<file path="src/rtl/decode_pkg.sv">
// Shared decode constants, ALU operation encoding and the control half of the ID/EX bundle.
package decode_pkg;

    localparam logic [6:0] OPC_RTYPE = 7'b0110011;
    localparam logic [6:0] OPC_ITYPE = 7'b0010011;

    localparam logic [6:0] F7_BASE = 7'b0000000;
    localparam logic [6:0] F7_ALT  = 7'b0100000;

    typedef enum logic [2:0] {
        ADD = 3'd0,
        SUB = 3'd1,
        SLL = 3'd2,
        SLT = 3'd3,
        XOR = 3'd4,
        SRL = 3'd5,
        OR  = 3'd6,
        AND = 3'd7
    } alu_op_e;

    // Width-independent part of the decode bundle; operands live beside it in the stage.
    typedef struct packed {
        alu_op_e alu_op;
        logic    rd_we;
        logic    illegal;
    } decode_ctrl_t;

    // SUB and the func3=011 hole are resolved by the caller.
    function automatic alu_op_e f3_to_op(input logic [2:0] f3);
        alu_op_e op;
        case (f3)
            3'b001:  op = SLL;
            3'b010:  op = SLT;
            3'b100:  op = XOR;
            3'b101:  op = SRL;
            3'b110:  op = OR;
            3'b111:  op = AND;
            default: op = ADD;
        endcase
        return op;
    endfunction

endpackage

</file>
<file path="src/rtl/decode_stage_p_if.sv">
// Fetch-in, write-back and ID/EX-out signals of the decode stage; slave is the stage side.
interface decode_stage_p_if #(
    parameter int XLEN  = 32,
    parameter int NREGS = 32
);
    import decode_pkg::*;

    localparam int RA_W = $clog2(NREGS);

    logic            in_valid;
    logic            in_ready;
    logic [31:0]     instr;
    logic            flush;
    logic            wb_en;
    logic [RA_W-1:0] wb_addr;
    logic [XLEN-1:0] wb_data;
    logic            out_valid;
    logic            out_ready;
    alu_op_e         alu_op;
    logic [XLEN-1:0] rs1_data;
    logic [XLEN-1:0] op2_data;
    logic [RA_W-1:0] rd_addr;
    logic            rd_we;
    logic            illegal;

    modport master (
        output in_valid, instr, flush, wb_en, wb_addr, wb_data, out_ready,
        input  in_ready, out_valid, alu_op, rs1_data, op2_data, rd_addr, rd_we, illegal
    );

    modport slave (
        input  in_valid, instr, flush, wb_en, wb_addr, wb_data, out_ready,
        output in_ready, out_valid, alu_op, rs1_data, op2_data, rd_addr, rd_we, illegal
    );

endinterface

</file>
<file path="src/rtl/regfile_2r1w.sv">
// Two combinational read ports, one clocked write port; x0 is hard-wired to zero.
// A write in flight is forwarded to same-cycle reads so decode never sees stale data.
module regfile_2r1w #(
    parameter int XLEN  = 32,
    parameter int NREGS = 32,
    localparam int RA_W = $clog2(NREGS)
) (
    input  logic            clk,
    input  logic            rst,
    input  logic [RA_W-1:0] ra1,
    input  logic [RA_W-1:0] ra2,
    output logic [XLEN-1:0] rd1,
    output logic [XLEN-1:0] rd2,
    input  logic            we,
    input  logic [RA_W-1:0] wa,
    input  logic [XLEN-1:0] wd
);

    logic [XLEN-1:0] mem [NREGS];

    always_ff @(posedge clk) begin
        if (rst) begin
            for (int i = 0; i < NREGS; i++) begin
                mem[i] <= '0;
            end
        end else if (we && wa != '0) begin
            mem[wa] <= wd;
        end
    end

    assign rd1 = (ra1 == '0) ? '0 : ((we && wa == ra1) ? wd : mem[ra1]);
    assign rd2 = (ra2 == '0) ? '0 : ((we && wa == ra2) ? wd : mem[ra2]);

endmodule

</file>
<file path="src/rtl/decode_stage_p.sv">
// ALU-instruction decode with register read, feeding a one-entry ID/EX register (1-cycle latency).
// Accepts when the register is empty or being drained; flush empties it and discards the incoming word.
module decode_stage_p
    import decode_pkg::*;
#(
    parameter int XLEN  = 32,
    parameter int NREGS = 32,
    parameter int IMM_W = 12
) (
    input logic             clk,
    input logic             rst,
    decode_stage_p_if.slave bus
);

    localparam int RA_W = $clog2(NREGS);

    logic [6:0]      opcode;
    logic [2:0]      f3;
    logic [6:0]      f7;
    logic [RA_W-1:0] rs1_idx;
    logic [RA_W-1:0] rs2_idx;
    logic [RA_W-1:0] rd_idx;
    logic [XLEN-1:0] imm;
    logic [XLEN-1:0] rs1_rd;
    logic [XLEN-1:0] rs2_rd;

    assign opcode  = bus.instr[6:0];
    assign f3      = bus.instr[14:12];
    assign f7      = bus.instr[31:25];
    assign rd_idx  = bus.instr[7 +: RA_W];
    assign rs1_idx = bus.instr[15 +: RA_W];
    assign rs2_idx = bus.instr[20 +: RA_W];
    assign imm     = {{(XLEN-IMM_W){bus.instr[31]}}, bus.instr[20 +: IMM_W]};

    regfile_2r1w #(
        .XLEN  (XLEN),
        .NREGS (NREGS)
    ) u_rf (
        .clk (clk),
        .rst (rst),
        .ra1 (rs1_idx),
        .ra2 (rs2_idx),
        .rd1 (rs1_rd),
        .rd2 (rs2_rd),
        .we  (bus.wb_en),
        .wa  (bus.wb_addr),
        .wd  (bus.wb_data)
    );

    logic         legal;
    alu_op_e      dec_op;
    decode_ctrl_t dec_ctrl;

    always_comb begin
        legal  = 1'b0;
        dec_op = ADD;
        case (opcode)
            OPC_RTYPE: begin
                if (f3 == 3'b000 && f7 == F7_ALT) begin
                    legal  = 1'b1;
                    dec_op = SUB;
                end else if (f7 == F7_BASE && f3 != 3'b011) begin
                    legal  = 1'b1;
                    dec_op = f3_to_op(f3);
                end
            end
            OPC_ITYPE: begin
                // Only the shift immediates reuse the top bits as func7; elsewhere they are immediate.
                if (f3 != 3'b011 && !(f3[1:0] == 2'b01 && f7 != F7_BASE)) begin
                    legal  = 1'b1;
                    dec_op = f3_to_op(f3);
                end
            end
            default: ;
        endcase
        dec_ctrl.alu_op  = dec_op;
        dec_ctrl.rd_we   = legal && (rd_idx != '0);
        dec_ctrl.illegal = !legal;
    end

    logic            valid_q;
    decode_ctrl_t    ctrl_q;
    logic [XLEN-1:0] rs1_q;
    logic [XLEN-1:0] op2_q;
    logic [RA_W-1:0] rd_q;
    logic            in_ready;
    logic            accept;

    assign in_ready = !valid_q || bus.out_ready;
    assign accept   = bus.in_valid && in_ready;

    always_ff @(posedge clk) begin
        if (rst) begin
            valid_q <= 1'b0;
            ctrl_q  <= '0;
            rs1_q   <= '0;
            op2_q   <= '0;
            rd_q    <= '0;
        end else begin
            if (bus.flush) begin
                valid_q <= 1'b0;
            end else if (accept) begin
                valid_q <= 1'b1;
            end else if (bus.out_ready) begin
                valid_q <= 1'b0;
            end

            if (accept && !bus.flush) begin
                ctrl_q <= dec_ctrl;
                rs1_q  <= rs1_rd;
                op2_q  <= (opcode == OPC_RTYPE) ? rs2_rd : imm;
                rd_q   <= rd_idx;
            end
        end
    end

    assign bus.in_ready  = in_ready;
    assign bus.out_valid = valid_q;
    assign bus.alu_op    = ctrl_q.alu_op;
    assign bus.rd_we     = ctrl_q.rd_we;
    assign bus.illegal   = ctrl_q.illegal;
    assign bus.rs1_data  = rs1_q;
    assign bus.op2_data  = op2_q;
    assign bus.rd_addr   = rd_q;

endmodule
</file>
<file path="src/flat_wrapper.sv">
// flat-port wrapper written by rule: the top's interface ports become plain ports
module decode_stage_p_flat import decode_pkg::*;
#(
    parameter int XLEN  = 32,
    parameter int NREGS = 32,
    parameter int IMM_W = 12
)
  (clk, rst, bus_in_valid, bus_instr, bus_flush, bus_wb_en, bus_wb_addr, bus_wb_data, bus_out_ready, bus_in_ready, bus_out_valid, bus_alu_op, bus_rs1_data, bus_op2_data, bus_rd_addr, bus_rd_we, bus_illegal);
  decode_stage_p_if #(.XLEN(XLEN), .NREGS(NREGS)) bus_i ();
  input logic clk;
  input logic rst;
  input wire logic [$bits(bus_i.in_valid)-1:0] bus_in_valid;
  input wire logic [$bits(bus_i.instr)-1:0] bus_instr;
  input wire logic [$bits(bus_i.flush)-1:0] bus_flush;
  input wire logic [$bits(bus_i.wb_en)-1:0] bus_wb_en;
  input wire logic [$bits(bus_i.wb_addr)-1:0] bus_wb_addr;
  input wire logic [$bits(bus_i.wb_data)-1:0] bus_wb_data;
  input wire logic [$bits(bus_i.out_ready)-1:0] bus_out_ready;
  output wire logic [$bits(bus_i.in_ready)-1:0] bus_in_ready;
  output wire logic [$bits(bus_i.out_valid)-1:0] bus_out_valid;
  output wire logic [$bits(bus_i.alu_op)-1:0] bus_alu_op;
  output wire logic [$bits(bus_i.rs1_data)-1:0] bus_rs1_data;
  output wire logic [$bits(bus_i.op2_data)-1:0] bus_op2_data;
  output wire logic [$bits(bus_i.rd_addr)-1:0] bus_rd_addr;
  output wire logic [$bits(bus_i.rd_we)-1:0] bus_rd_we;
  output wire logic [$bits(bus_i.illegal)-1:0] bus_illegal;
  assign bus_i.in_valid = bus_in_valid;
  assign bus_i.instr = bus_instr;
  assign bus_i.flush = bus_flush;
  assign bus_i.wb_en = bus_wb_en;
  assign bus_i.wb_addr = bus_wb_addr;
  assign bus_i.wb_data = bus_wb_data;
  assign bus_i.out_ready = bus_out_ready;
  assign bus_in_ready = bus_i.in_ready;
  assign bus_out_valid = bus_i.out_valid;
  assign bus_alu_op = bus_i.alu_op;
  assign bus_rs1_data = bus_i.rs1_data;
  assign bus_op2_data = bus_i.op2_data;
  assign bus_rd_addr = bus_i.rd_addr;
  assign bus_rd_we = bus_i.rd_we;
  assign bus_illegal = bus_i.illegal;
  decode_stage_p #(.XLEN(XLEN), .NREGS(NREGS), .IMM_W(IMM_W)) u_core (.clk(clk), .rst(rst), .bus(bus_i));
endmodule
</file>
<file path="config.mk">
export PLATFORM = sky130hd
export DESIGN_NAME = decode_stage_p_flat
export DESIGN_NICKNAME = d
export VERILOG_FILES = /design/src/rtl/decode_pkg.sv /design/src/rtl/decode_stage_p_if.sv /design/src/rtl/regfile_2r1w.sv /design/src/rtl/decode_stage_p.sv /design/src/flat_wrapper.sv
export SDC_FILE = /design/constraint.sdc
export NUM_CORES = 2
export LEC_CHECK = 0
export ABC_AREA = 1
export BUFFER_PORTS_ARGS = -buffer_cell sky130_fd_sc_hd__clkbuf_2
export CAP_MARGIN = 20
export CORE_MARGIN = 2
export CORE_UTILIZATION = 46
export CTS_BUF_LIST = sky130_fd_sc_hd__clkbuf_4
export DETAILED_ROUTE_END_ITERATION = 8
export HOLD_SLACK_MARGIN = 0.05
export RECOVER_POWER = 25
export SLEW_MARGIN = 5
export SYNTH_ARGS = -nofsm -noshare
export SYNTH_HDL_FRONTEND = slang
export SYNTH_SLANG_ARGS = --single-unit
</file>
<file path="constraint.sdc">
create_clock -name clk -period 4.38 [get_ports clk]
set_input_delay 0.876 -clock clk [delete_from_list [all_inputs] [get_ports clk]]
set_output_delay 0.876 -clock clk [all_outputs]
set_load 0.02 [all_outputs]
</file>
==> out/results.txt <==
clock transition at the registers of the reported paths = 70 ps
max-slew violations = 444
Post-CTS Hold Buffers = 52
FF+latch count, synth = 1,099
largest net degree at the start of global routing = 147
critical path capture point = u_core.u_rf.mem[26][7]
Cells after Synth = 8,548
endpoints failing setup = 0
Syn Area/Cell = 7.30 sq um
setup TNS = 0 ps
Slowest-stage cell, CP = dlymetal6s4s_1
share of cells above drive strength 1 = 10.1%
R2R depth = 10
worst-case vdd ir drop = 0.294 mV
initial antenna violation count = 16
post-synthesis xor/xnor area fraction = 0.0140%
initial core utilization = 46.2%
routability cong. = 0.934
drt wl/cell = 24.7 um
mux contribution to synthesized area = 0%
CP arrival = 4790 ps
Via density = 5.73
Int Power = 18.2 mW
DRT iter0 DRCs = 9,111
site row count = 135
Routed WL = 264,000 um
Die X = 372 um
number of remaining DRC errors = 0
PostCTS Resize Cnt = 0
crit start category = input port
core area = 135,000 sq um
worst path buffer plus inverter count = 4
main area contributors after synthesis = edfxtp_1 49%, nand2_1 17%, nor2_1 11%
Final Skew = 93.3 ps
Synth Area in Compound Gates = 1.14%
largest family of logic cells by synthesized area = simple AND/OR/NAND/NOR gates
DR pass1 iterations = 8
Top delay family on crit path = buffers and inverters
Max-slew headroom = -62.9%
GRT Total Usage = 37.5%
die height = 372 um
Critical Path Source = rst
Synth Area in Simple Gates = 38.3%
max_cap viols = 19
max incr delay on CP = 1210 ps
Crit. path cell count = 5
Critical Path RT = 5220 ps
clk sinks = 1,099
R2R Path End = u_core.bus.alu_op[0]
status = complete, but fails checks
critical path peak fanout = 69
grt ovf = 0
Leak = 32.2 nW
synthesized cell area = 62,400 sq um
top-area cell type share of the netlist area = 49.3%
final-stage net count = 8,767
CTS Buffer Depth = 4
hpwl dp = 153,000 um
remaining antenna violation count after routing = 0
worst slew pin tran = 2440 ps
die area = 139,000 sq um
Hold Vio Cnt, Final = 0
global-route wire length before repair = 378,000 um
TritonCTS clock tree = yes
Synth cell types = 26
CP Capture Type = flop
number of global-route vias before repair = 57.4k
Fillers = 13.1k
Worst Hold Class = input port to flop
sw frac = 29.9%
Tcrit/Tclk final = 90.2%
number of port buffers = 150
htree depth = 5
sequential power share = 47.3%
pwr/cell area = 372 nW/um^2
root buffer cell = clkbuf_4
Syn-to-layout area delta = 11.7%
WS Path Type = input port to flop
register area share after synthesis = 51.7%
crit path time final = 3950 ps
reg2reg setup slack = 1090 ps
Max Freq = 253 MHz
I/O Pins = 151
post-synth top area cell = edfxtp_1
Synth Area in Adders = 0%
combinational power share = 14.7%
design area = 69,700 sq um
DP Area = 65,300 sq um
Via Count = 61.3k
# Post-CTS Setup Buffers = 0
Clk pwr share = 37.9%
clk_lat worst skew = 1320 ps
CP cell instances = clkbuf_1 > clkinvlp_2 > clkbuf_2 > nand2_1 > dlymetal6s4s_1
P_sw = 7.77 mW
Num CTS Buffers = 327
RSZ-0062 raised after global routing = no
worst r2r src = u_core.bus.out_valid
Syn. warnings = 0
failing checks = max-capacitance violations, max-slew violations
-- tightest hold or removal path, stage by stage --
cell,delay [ps]
clkbuf_2,190
nor2_1,140
nor2_1,40
nand2_1,70
a21oi_1,60
-- synthesized netlist by cell type --
| library cell | n |
|---|---|
| nor2_2 | 1 |
| o22ai_1 | 4 |
| inv_1 | 700 |
| conb_1 | 1 |
| buf_2 | 341 |
| a211oi_1 | 1 |
| nand4_1 | 3 |
| or3_1 | 1 |
| dfxtp_1 | 75 |
| nor3_1 | 12 |
| clkbuf_1 | 253 |
| edfxtp_1 | 1024 |
| buf_1 | 32 |
| clkinv_1 | 1 |
| o21ai_1 | 1 |
| nor2_1 | 1907 |
| xor2_1 | 1 |
| clkbuf_2 | 1 |
| nand3_2 | 2 |
| nand3_1 | 1162 |
| nand2_1 | 2873 |
| buf_4 | 15 |
| o211ai_1 | 1 |
| o21ai_0 | 43 |
| a21oi_1 | 90 |
| inv_2 | 3 |
-- routing by layer --
layer	GRT usage, %	up-vias	routed length (um)	share of wire [%]
met1	48.8	28400	97500	37
met5	0.559	-	266	0.10
met2	55.5	4586	112000	43
met4	22.8	26	17200	6.5
met3	10.3	974	36600	14
li1	-	27300	-	-
-- how the worst min path moves through the flow --
stage	cells past startpoint	startpoint	end
after global placement	2	u_core.bus.rs1_data[23]	u_core.bus.rs1_data[23]
final	5	bus_wb_data[8]	u_core.bus.rs1_data[8]
after detailed placement	2	u_core.bus.rd_we	u_core.bus.rd_we
after floorplan	2	u_core.bus.alu_op[0]	u_core.bus.alu_op[0]
after global routing	3	bus_instr[27]	u_core.bus.op2_data[7]
after CTS	5	bus_wb_data[8]	u_core.bus.rs1_data[8]
-- stage by stage --
step | setup WS, ps | utilization, % | cells | hold WS, ps | power, mW
3_3_place_gp | 768 | 48.2 | 10100 | 452 | 16.0
3_5_place_dp | 1050 | 48.4 | 10100 | 457 | 16.1
4_1_cts | 1060 | 51.7 | 10700 | 55.4 | 25.9
6_report | 431 | 51.6 | 10700 | 148 | 26.0
5_1_grt | 573 | 51.6 | 10700 | 134 | 26.8
2_1_floorplan | 1460 | - | 8579 | 545 | 14.6
-- cells in the final DEF, fill, tap and decap left out, types with 8 or more instances in the layout --
master,instances
a21oi_1,87
buf_12,44
buf_16,13
buf_4,138
clkbuf_1,26
clkbuf_2,144
clkbuf_4,497
clkinv_1,42
conb_1,32
dfxtp_1,75
diode_2,8
dlygate4sd3_1,52
edfxtp_1,1024
inv_1,694
nand2_1,2846
nand2_2,27
nand3_1,1162
nor2_1,1903
nor3_1,12
o21ai_0,43
-- power by group through the flow --
stage	registers (mW)	clock network (mW)	logic [mW]
6_report	12.3	9.85	3.82
5_1_grt	12.3	10.4	4.07
4_1_cts	12.3	9.93	3.69
3_5_place_dp	12.5	0	3.64
3_3_place_gp	12.5	0	3.57
2_1_floorplan	12.5	0	2.15
-- logic make-up (layout without fill, tap and decap cells) --
family,count (synthesis),after routing
AOI/OAI and AO/OA,140,140
xor gates and xnor gates,1,1
buffers and inverters,1346,1677
DFF,1099,1099
other,1,40
and+or+nand+nor,5961,5961
-- layout make-up --
cell class | instances | area (sq um) | share of cell area [%]
multi-input cells | 6134 | 24800 | 35.7
flip-flops and latches | 1099 | 32300 | 46.3
clock buffers | 497 | 3730 | 5.35
well taps | 1781 | 2230 | 3.20
clock inverters | 50 | 219 | 0.314
repair buffers | 426 | 3730 | 5.35
diodes | 8 | 20.0 | 0.0287
inverters | 704 | 2670 | 3.83
-- sequential cells by signal, summed over array words and instances (netlist names) --
name / cells
u_core.u_rf.mem: 1024
u_core.bus.op2_data: 32
u_core.bus.rs1_data: 32
u_core.bus.rd_addr: 5
u_core.bus.alu_op: 3
u_core.bus.illegal: 1
u_core.bus.out_valid: 1
u_core.bus.rd_we: 1
Note: power is estimated with default switching activity, not from simulation.
